===== src/rtl/canden_ctrl.sv =====
// -----------------------------------------------------------------------------
// canden_ctrl
// Sequencer that owns one CANDEN clock-gate cell and shares it between NREQ
// requesters. Any request (or FORCE_ON) enables the gate. After WAKE_CYCLES
// settle cycles, each active requester is acknowledged. The gate is held
// through idle gaps of up to IDLE_CYCLES before it is switched off. The
// static/dynamic path select (DEN) only changes while the gate stays off.
//
// Ports:
//   CLK        system clock
//   RST        synchronous reset, active-high
//   REQ        [NREQ] per-requester clock request (level)
//   FORCE_ON   keeps the gate on; behaves as a request without an ACK
//   DYN_MODE   1 = dynamic enable path, 0 = static enable path
//   ACK        [NREQ] per-requester grant (registered)
//   SEN        static enable to CANDEN (registered)
//   DEN        dynamic-path select to CANDEN (registered)
//   DYNEN      dynamic enable to CANDEN (registered)
//   GATE_ON    high whenever STATE is not OFF
//   STATE      [2] OFF=0, WAKE=1, ON=2, HOLD=3
//
// Optional feature, macro CANDEN_CTRL_STATS_EN:
//   CLR_STATS  clears both statistics counters (wins over an increment)
//   WAKE_COUNT [16] number of gate turn-on events, saturating
//   ON_CYCLES  [16] number of cycles with GATE_ON high, saturating
// -----------------------------------------------------------------------------
module canden_ctrl #(
   parameter int NREQ        = 4,
   parameter int WAKE_CYCLES = 2,
   parameter int IDLE_CYCLES = 8
) (
   input  logic            CLK,
   input  logic            RST,
   input  logic [NREQ-1:0] REQ,
   input  logic            FORCE_ON,
   input  logic            DYN_MODE,
`ifdef CANDEN_CTRL_STATS_EN
   input  logic            CLR_STATS,
   output logic [15:0]     WAKE_COUNT,
   output logic [15:0]     ON_CYCLES,
`endif
   output logic [NREQ-1:0] ACK,
   output logic            SEN,
   output logic            DEN,
   output logic            DYNEN,
   output logic            GATE_ON,
   output logic [1:0]      STATE
);

   // Parameter range checks; the counter is only 8 bits wide.
   if ((NREQ < 1) || (NREQ > 16)) begin : g_bad_nreq
      $error("canden_ctrl: NREQ must be in 1..16");
   end
   if ((WAKE_CYCLES < 0) || (WAKE_CYCLES > 255)) begin : g_bad_wake
      $error("canden_ctrl: WAKE_CYCLES must be in 0..255");
   end
   if ((IDLE_CYCLES < 0) || (IDLE_CYCLES > 255)) begin : g_bad_idle
      $error("canden_ctrl: IDLE_CYCLES must be in 0..255");
   end

   typedef enum logic [1:0] {
      ST_OFF  = 2'd0,
      ST_WAKE = 2'd1,
      ST_ON   = 2'd2,
      ST_HOLD = 2'd3
   } state_t;

   localparam logic [7:0] WAKE_LOAD = 8'(WAKE_CYCLES);
   localparam logic [7:0] IDLE_LOAD = 8'(IDLE_CYCLES);

   state_t            state_r;
   state_t            state_next_s;
   logic [7:0]        cnt_r;
   logic [7:0]        cnt_next_s;
   logic              any_s;
   logic              en_next_s;
   logic              den_next_s;
   logic [NREQ-1:0]   ack_next_s;
   logic [NREQ-1:0]   ack_r;
   logic              sen_r;
   logic              den_r;
   logic              dynen_r;
   logic              gate_on_r;

   assign any_s = (|REQ) | FORCE_ON;

   // Next-state and counter logic of the gate sequencer.
   always_comb begin
      state_next_s = state_r;
      cnt_next_s   = cnt_r;
      case (state_r)
         ST_OFF: begin
            if (any_s) begin
               if (WAKE_LOAD == 8'd0) begin
                  state_next_s = ST_ON;
                  cnt_next_s   = 8'd0;
               end else begin
                  state_next_s = ST_WAKE;
                  cnt_next_s   = WAKE_LOAD;
               end
            end else begin
               cnt_next_s = 8'd0;
            end
         end
         ST_WAKE: begin
            // Requests are not looked at here: a started wake always completes.
            if (cnt_r <= 8'd1) begin
               state_next_s = ST_ON;
               cnt_next_s   = 8'd0;
            end else begin
               cnt_next_s = cnt_r - 8'd1;
            end
         end
         ST_ON: begin
            if (!any_s) begin
               if (IDLE_LOAD == 8'd0) begin
                  state_next_s = ST_OFF;
                  cnt_next_s   = 8'd0;
               end else begin
                  state_next_s = ST_HOLD;
                  cnt_next_s   = IDLE_LOAD;
               end
            end else begin
               cnt_next_s = 8'd0;
            end
         end
         ST_HOLD: begin
            // A request on the expiry edge still wins and keeps the gate on.
            if (any_s) begin
               state_next_s = ST_ON;
               cnt_next_s   = 8'd0;
            end else if (cnt_r <= 8'd1) begin
               state_next_s = ST_OFF;
               cnt_next_s   = 8'd0;
            end else begin
               cnt_next_s = cnt_r - 8'd1;
            end
         end
         default: begin
            state_next_s = ST_OFF;
            cnt_next_s   = 8'd0;
         end
      endcase
   end

   // Next values of the CANDEN pins and the grants.
   always_comb begin
      en_next_s  = (state_next_s != ST_OFF);
      den_next_s = den_r;
      ack_next_s = {NREQ{1'b0}};
      // The path select only moves while the gate stays off across the edge.
      if ((state_r == ST_OFF) && (state_next_s == ST_OFF)) begin
         den_next_s = DYN_MODE;
      end else begin
         den_next_s = den_r;
      end
      if (state_next_s == ST_ON) begin
         ack_next_s = REQ;
      end else begin
         ack_next_s = {NREQ{1'b0}};
      end
   end

   // State, counter and output registers.
   always_ff @(posedge CLK) begin
      if (RST) begin
         state_r   <= ST_OFF;
         cnt_r     <= 8'd0;
         ack_r     <= {NREQ{1'b0}};
         sen_r     <= 1'b0;
         den_r     <= 1'b0;
         dynen_r   <= 1'b0;
         gate_on_r <= 1'b0;
      end else begin
         state_r   <= state_next_s;
         cnt_r     <= cnt_next_s;
         ack_r     <= ack_next_s;
         sen_r     <= en_next_s & ~den_next_s;
         den_r     <= den_next_s;
         dynen_r   <= en_next_s & den_next_s;
         gate_on_r <= en_next_s;
      end
   end

   assign ACK     = ack_r;
   assign SEN     = sen_r;
   assign DEN     = den_r;
   assign DYNEN   = dynen_r;
   assign GATE_ON = gate_on_r;
   assign STATE   = state_r;

`ifdef CANDEN_CTRL_STATS_EN
   logic [15:0] wake_count_r;
   logic [15:0] on_cycles_r;

   // Saturating statistics counters; a clear wins over an increment.
   always_ff @(posedge CLK) begin
      if (RST || CLR_STATS) begin
         wake_count_r <= 16'd0;
         on_cycles_r  <= 16'd0;
      end else begin
         if ((state_r == ST_OFF) && (state_next_s != ST_OFF) &&
             (wake_count_r != 16'hFFFF)) begin
            wake_count_r <= wake_count_r + 16'd1;
         end else begin
            wake_count_r <= wake_count_r;
         end
         if (gate_on_r && (on_cycles_r != 16'hFFFF)) begin
            on_cycles_r <= on_cycles_r + 16'd1;
         end else begin
            on_cycles_r <= on_cycles_r;
         end
      end
   end

   assign WAKE_COUNT = wake_count_r;
   assign ON_CYCLES  = on_cycles_r;
`endif

endmodule


===== config.mk =====
export PLATFORM = sky130hd
export DESIGN_NAME = canden_ctrl
export DESIGN_NICKNAME = d
export VERILOG_FILES = /design/src/rtl/canden_ctrl.sv
export SDC_FILE = /design/constraint.sdc
export NUM_CORES = 1
export LEC_CHECK = 0
export BUFFER_PORTS_ARGS = -buffer_cell sky130_fd_sc_hd__buf_2
export CORE_ASPECT_RATIO = 1.25
export CORE_MARGIN = 1.5
export CORE_UTILIZATION = 40
export CTS_CLUSTER_DIAMETER = 80
export DETAILED_ROUTE_END_ITERATION = 10
export REMOVE_ABC_BUFFERS = 1
export SLEW_MARGIN = 20
export SYNTH_ARGS = -nofsm -noshare
export SYNTH_HDL_FRONTEND = slang
export SYNTH_SLANG_ARGS = --single-unit

===== constraint.sdc =====
create_clock -name CLK -period 1.9 [get_ports CLK]
set_input_delay 0.095 -clock CLK [delete_from_list [all_inputs] [get_ports CLK]]
set_output_delay 0.095 -clock CLK [all_outputs]
set_load 0.01 [all_outputs]

==> results of run 1 <==
## area by class of cell
| cell class | count | share of cell area |
|---|---|---|
| Inverter | 3 | 0.01243 |
| Clock buffer | 4 | 0.04006 |
| Multi-Input combinational cell | 52 | 0.4296 |
| Sequential cell | 18 | 0.3978 |
| Tap cell | 19 | 0.02624 |
| Timing Repair Buffer | 17 | 0.09392 |
## placed cells by master (no fill, tap or decap), types with 2 or more instances in the layout
master	n
dfxtp_1	18
buf_2	17
nor3_1	8
or3_1	5
nor3b_1	5
a211oi_1	4
inv_1	3
xnor2_1	3
nand2b_1	3
clkbuf_4	3
or4_1	2
a21oi_1	2
ha_1	2
## worst max-delay path: stages (launching register included)
cell and delay, ns:
dfxtp_1 0.44, inv_1 0.07, ha_1 0.24, or2_1 0.28, and4_1 0.22, a2111oi_1 0.34
## power groups by stage
stage | combinational (µW) | clock [µW] | sequential [µW]
6_report | 653 | 236 | 576
5_1_grt | 743 | 261 | 595
4_1_cts | 663 | 244 | 576
3_5_place_dp | 659 | 0 | 583
3_3_place_gp | 655 | 0 | 581
2_1_floorplan | 486 | 0 | 586
## per-stage QoR
stage / power, µW / area [µm²] / util / hold WS [ns]
final: 1464 / 905.9 / 0.5070 / 0.04869
after CTS: 1482 / 905.9 / 0.5070 / 0.04299
after global routing: 1599 / 905.9 / 0.5070 / 0.05074
after floorplan: 1072 / 760.7 / - / 0.1641
after global placement: 1237 / 869.6 / 0.4867 / 0.3593
after detailed placement: 1242 / 869.6 / 0.4867 / 0.3629
## sequential cells by signal (all words and copies together) (netlist names)
name,cells
DEN,1
SEN,1
ACK,4
GATE_ON,1
STATE,2
cnt_r,8
DYNEN,1
## logic make-up after synthesis
| kind of cell | Yosys count | share of synthesized area |
|---|---|---|
| xor gates and xnor gates | 3 | 0.03415 |
| DFF | 18 | 0.4683 |
| buffers and inverters | 5 | 0.02600 |
| muxes | 1 | 0.01301 |
| adders and majority gates | 2 | 0.03252 |
| and+or+nand+nor | 30 | 0.2634 |
| AOI/OAI and AO/OA | 16 | 0.1626 |
## cell usage after synthesis, drive strengths merged (2+ instances only)
cell type	number	area share
nor4b	2	0.031
dfxtp	18	0.47
a21oi	2	0.013
ha	2	0.033
or4	2	0.020
o21ai	2	0.013
xnor2	3	0.034
a211oi	5	0.055
inv	3	0.015
nand2b	3	0.024
or3	6	0.055
nor3	8	0.052
nor3b	5	0.049
## layer usage
layer,share of wire,track usage
met5,0,0
met4,0.027,0.09375
met3,0.042,0.02431
met1,0.47,0.1931
met2,0.46,0.2385
## how the worst min path moves through the flow
stage,start,endpoint,slack (ns),cells after the start
2_1_floorplan,RST,GATE_ON$_SDFF_PP0_,0.16,1
3_3_place_gp,DYN_MODE,DEN$_SDFF_PP0_,0.36,3
3_5_place_dp,DYN_MODE,DEN$_SDFF_PP0_,0.36,3
4_1_cts,DYN_MODE,DEN$_SDFF_PP0_,0.04,3
5_1_grt,REQ[0],ACK[0]$_SDFF_PP0_,0.05,2
6_report,DYN_MODE,DEN$_SDFF_PP0_,0.05,3
==> impl_metrics.py, run 1 <==
metrics = {
    "status": {
        "status": "finished clean",
    },
    "timing": {
        "fin_ws_ns": 0.1915,
        "max_slew_margin": 0.6917,
        "hold_viol": 0,
        "rsz0062_at_grt": "false",
        "fmax_mhz": 585.3,
        "finalCriticalPeriod_ns": 1.708,
        "setup_viol": 0,
        "fin_setup_tns_ns": 0,
        "max_slew.worst_pin.slew_ns": 0.4565,
        "drv_slew": 0,
        "period_share": 0.8992,
        "fin_skew_ns": 0.007051,
    },
    "clock_tree": {
        "hold_buffers": 0,
        "postCtsSetupRepairBufs": 0,
        "clockRootBuffer": "clkbuf_4",
        "clk_latency_ns": 0.30,
        "clk_path_buf_depth": 2,
        "cts_buffers": 3,
        "cts_resized": 0,
        "htreeDepth": 1,
        "cts_tree": "built",
        "path_clk_slew_ns": 0.10,
        "clock-sinks": 18,
    },
    "pwr": {
        "switchingPower_uw": 567.4,
        "peakVddDrop_mv": 0.7181,
        "p_comb_frac": 0.446,
        "p_leak_uw": 0.0003630,
        "clkPwrFrac": 0.161,
        "p_seq_frac": 0.393,
        "powerDensity_nw_per_um2": 1617,
        "switching_share": 0.3874,
        "p_int_uw": 897.0,
    },
    "min_path": {
        "hold_path_class": "in2reg",
    },
    "floorplan": {
        "die_w_um": 42.23,
        "num_io_pins": 18,
        "dieArea_um2": 2197,
        "start_util": 0.4307,
        "die_h_um": 52.04,
        "core.rowCount": 17,
        "core_area_um2": 1787,
    },
    "layout": {
        "seqCellArea_um2": 360.3,
        "final_cell_count_no_fill": 113,
        "drive_gt1_frac": 0.2660,
        "fill_cells": 189,
        "area_growth_pct": 17.72,
        "fin_nets": 105,
        "diodes": 0,
        "multi_input_comb_area_um2": 389.1,
    },
    "detailed_routing": {
        "drt.antenna.violating_nets": 0,
        "wirelength_mm": 1.433,
        "firstDrtPassIters": 4,
        "drtIter0Drc": 7,
        "via_per_inst": 5.522,
        "vias": 624,
        "post_drt_wl_per_cell_um": 12.68,
        "drc_errors": 0,
    },
    "worst_setup_path": {
        "rr_endpoint": "cnt_r[3]$_SDFF_PP0_",
        "r2r_slack_ns": 0.19,
        "cp-end-kind": "flip-flop",
        "cp_max_fo": 7,
        "cp.arrival_ns": 1.89,
        "critical_path_class": "reg2reg",
        "cp.required_ns": 2.08,
        "critPathLaunch": "cnt_r[0]$_SDFF_PP0_",
        "worstSetupStartpointType": "flip-flop",
        "crit_end": "cnt_r[3]$_SDFF_PP0_",
        "r2r_cells": 5,
        "reg2reg_from": "cnt_r[0]$_SDFF_PP0_",
    },
    "place": {
        "post-dp-hpwl_mm": 1.089,
        "pre_cts_slack_ns": 0.1979,
        "portBuffers": 17,
        "place.gp.congestion": 0.7615,
        "dp.cells": 109,
    },
    "grt": {
        "grt_pass1_vias": 560,
        "grt_usage": 0.1517,
        "grt_max_degree": 13,
        "overflow": 0,
        "grt_antenna_before_repair": 0,
        "grt_pass1_wl_mm": 2.546,
    },
    "synthesis": {
        "avgSynthCellArea_um2": 10.26,
        "yosysSeqAreaShare": 0.4683,
        "syn_area_um2": 769.5,
        "ys_warn_count": 0,
        "ys_ff_latch": 18,
        "synth_ff_type": "dfxtp_1",
        "ys_async_sr_fraction": 0,
        "synth_cell_types": 31,
        "synth-edff-count": 0,
        "postSynthCellCount": 75,
    },
    "run": {
        "drv_cap": 0,
    },
}
Note: power is estimated with default switching activity, not from simulation.
==> inputs of run 2 (changes only) <==
CORE_MARGIN = 5   (was 1.5)
==> run 2 against run 1 <==
  * Sequential share of layout area is 0.61 points higher
  * Largest power group unchanged
  * Register-to-register slack improved by 0.04 ns
  * Non-clock buffer count unchanged
  * Critical endpoint is now STATE[1]$_SDFF_PP0_
==> impl_metrics.py, run 2 (synthesis gave the netlist of run 1 again) <==
metrics = {
    "status": {
        "status": "finished clean",
    },
    "worst_setup_path": {
        "cp.required_ns": 2.06,
        "worstSetupStartpointType": "flip-flop",
        "r2r_cells": 5,
        "cp.arrival_ns": 1.83,
        "reg2reg_from": "cnt_r[0]$_SDFF_PP0_",
        "rr_endpoint": "STATE[1]$_SDFF_PP0_",
        "worstPathCellList": "inv_1 > ha_1 > or2_1 > a41oi_1 > a211oi_1",
        "cp_max_fo": 7,
        "cp-end-kind": "flip-flop",
        "r2r_slack_ns": 0.23,
        "critical_path_class": "reg2reg",
        "max_stage_delay_ns": 0.43,
        "cp_slowest_cell": "dfxtp_1",
    },
    "clock_tree": {
        "cts_buffers": 3,
        "clock-sinks": 18,
        "postCtsSetupRepairBufs": 0,
        "cts_resized": 0,
        "clk_path_buf_depth": 2,
        "clockRootBuffer": "clkbuf_4",
        "clk_latency_ns": 0.28,
        "hold_buffers": 0,
        "htreeDepth": 1,
        "path_clk_slew_ns": 0.10,
        "cts_tree": "built",
    },
    "timing": {
        "period_share": 0.8766,
        "finalCriticalPeriod_ns": 1.666,
        "max_slew.worst_pin.slew_ns": 0.4575,
        "fin_skew_ns": 0.002841,
        "hold_viol": 0,
        "setup_viol": 0,
        "fmax_mhz": 600.4,
        "max_slew_margin": 0.6910,
        "rsz0062_at_grt": "false",
        "fin_setup_tns_ns": 0,
        "drv_slew": 0,
    },
    "layout": {
        "drive_gt1_frac": 0.2581,
        "seqCellArea_um2": 360.3,
        "final_cell_count_no_fill": 112,
        "final_common_cell": "dfxtp_1",
        "multi_input_comb_area_um2": 389.1,
        "fill_cells": 183,
        "top_register": "cnt_r",
        "diodes": 0,
        "area_growth_pct": 15.94,
        "fin_nets": 105,
        "final_cell_mix": "dfxtp_1, buf_2, nor3_1, or3_1, nor3b_1",
        "largest_reg_flops": 8,
    },
    "floorplan": {
        "dieArea_um2": 2906,
        "core.rowCount": 17,
        "start_util": 0.4256,
        "die_w_um": 49.23,
        "core_area_um2": 1808,
        "die_h_um": 59.04,
        "num_io_pins": 18,
    },
    "grt": {
        "grt_usage": 0.1178,
        "grt_pass1_wl_mm": 2.704,
        "grt_antenna_before_repair": 0,
        "overflow": 0,
        "grt_max_degree": 13,
        "grt_pass1_vias": 631,
    },
    "min_path": {
        "hold_depth": 3,
        "min-delay-start": "DYN_MODE",
        "hold_path_class": "in2reg",
        "min_to": "DEN$_SDFF_PP0_",
    },
    "detailed_routing": {
        "firstDrtPassIters": 4,
        "drc_errors": 0,
        "drt.antenna.violating_nets": 0,
        "post_drt_wl_per_cell_um": 13.17,
        "vias": 642,
        "drtIter0Drc": 7,
        "via_per_inst": 5.732,
        "wirelength_mm": 1.475,
    },
    "run": {
        "drv_cap": 0,
    },
    "place": {
        "place.gp.congestion": 0.7699,
        "dp.cells": 109,
        "portBuffers": 17,
        "post-dp-hpwl_mm": 1.150,
    },
    "pwr": {
        "peakVddDrop_mv": 0.7217,
        "powerDensity_nw_per_um2": 1574,
        "p_leak_uw": 0.0003558,
    },
}
==> run 2: changes by cell type in the layout (fill, tap and decap cells not counted) <==
cell      change
clkbuf_8      -1
==> run 2: through the flow <==
stage                     hold slack (ns)  utilization  worst slack (ns)  area, µm²  power, µW
after CTS                         0.05519       0.4934            0.2012      892.1       1424
after global placement             0.3629       0.4810            0.2440      869.6       1238
after detailed placement           0.3646       0.4810            0.2143      869.6       1242
after floorplan                    0.1641            -            0.3881      760.7       1072
after global routing              0.05381       0.4934           0.03548      892.1       1556
final                             0.05805       0.4934            0.2345      892.1       1404
==> run 2: routing by layer <==
layer	GRT usage	vias to the layer above	part of all wire
met4	0.05769	0	0.010
met2	0.1934	12	0.52
met1	0.1406	303	0.44
met5	0	-	0
met3	0.03275	2	0.035
li1	-	325	-
==> run 2: how the worst max path moves through the flow <==
stage	startpoint	end	slack, ns
after CTS	cnt_r[0]$_SDFF_PP0_	ACK[2]$_SDFF_PP0_	0.20
final	cnt_r[0]$_SDFF_PP0_	STATE[1]$_SDFF_PP0_	0.23
after detailed placement	cnt_r[0]$_SDFF_PP0_	ACK[2]$_SDFF_PP0_	0.21
after floorplan	cnt_r[0]$_SDFF_PP0_	cnt_r[3]$_SDFF_PP0_	0.39
after global routing	cnt_r[0]$_SDFF_PP0_	cnt_r[3]$_SDFF_PP0_	0.04
after global placement	cnt_r[0]$_SDFF_PP0_	STATE[1]$_SDFF_PP0_	0.24
==> run 2: report_power, final <==
part | leakage (µW) | internal [µW] | switching, µW | total, µW
clock | 0.0000138 | 73.6 | 110 | 183
combinational | 0.000194 | 301 | 345 | 646
sequential | 0.000148 | 479 | 95.0 | 574
==> run 2: critical path: cells and delay by family (launching register included) <==
kind / cells / cell delay (ns)
flops: 1 / 0.43
fa+ha+maj: 1 / 0.24
compound gates: 2 / 0.52
buf+inv: 1 / 0.07
simple gates: 1 / 0.28
==> run 2: area by class of cell <==
type,count,share of cell area
Clock buffer,3,0.02525
Inverter,3,0.01262
Multi-Input combinational cell,52,0.4362
Sequential cell,18,0.4039
Tap cell,19,0.02665
Timing Repair Buffer,17,0.09537
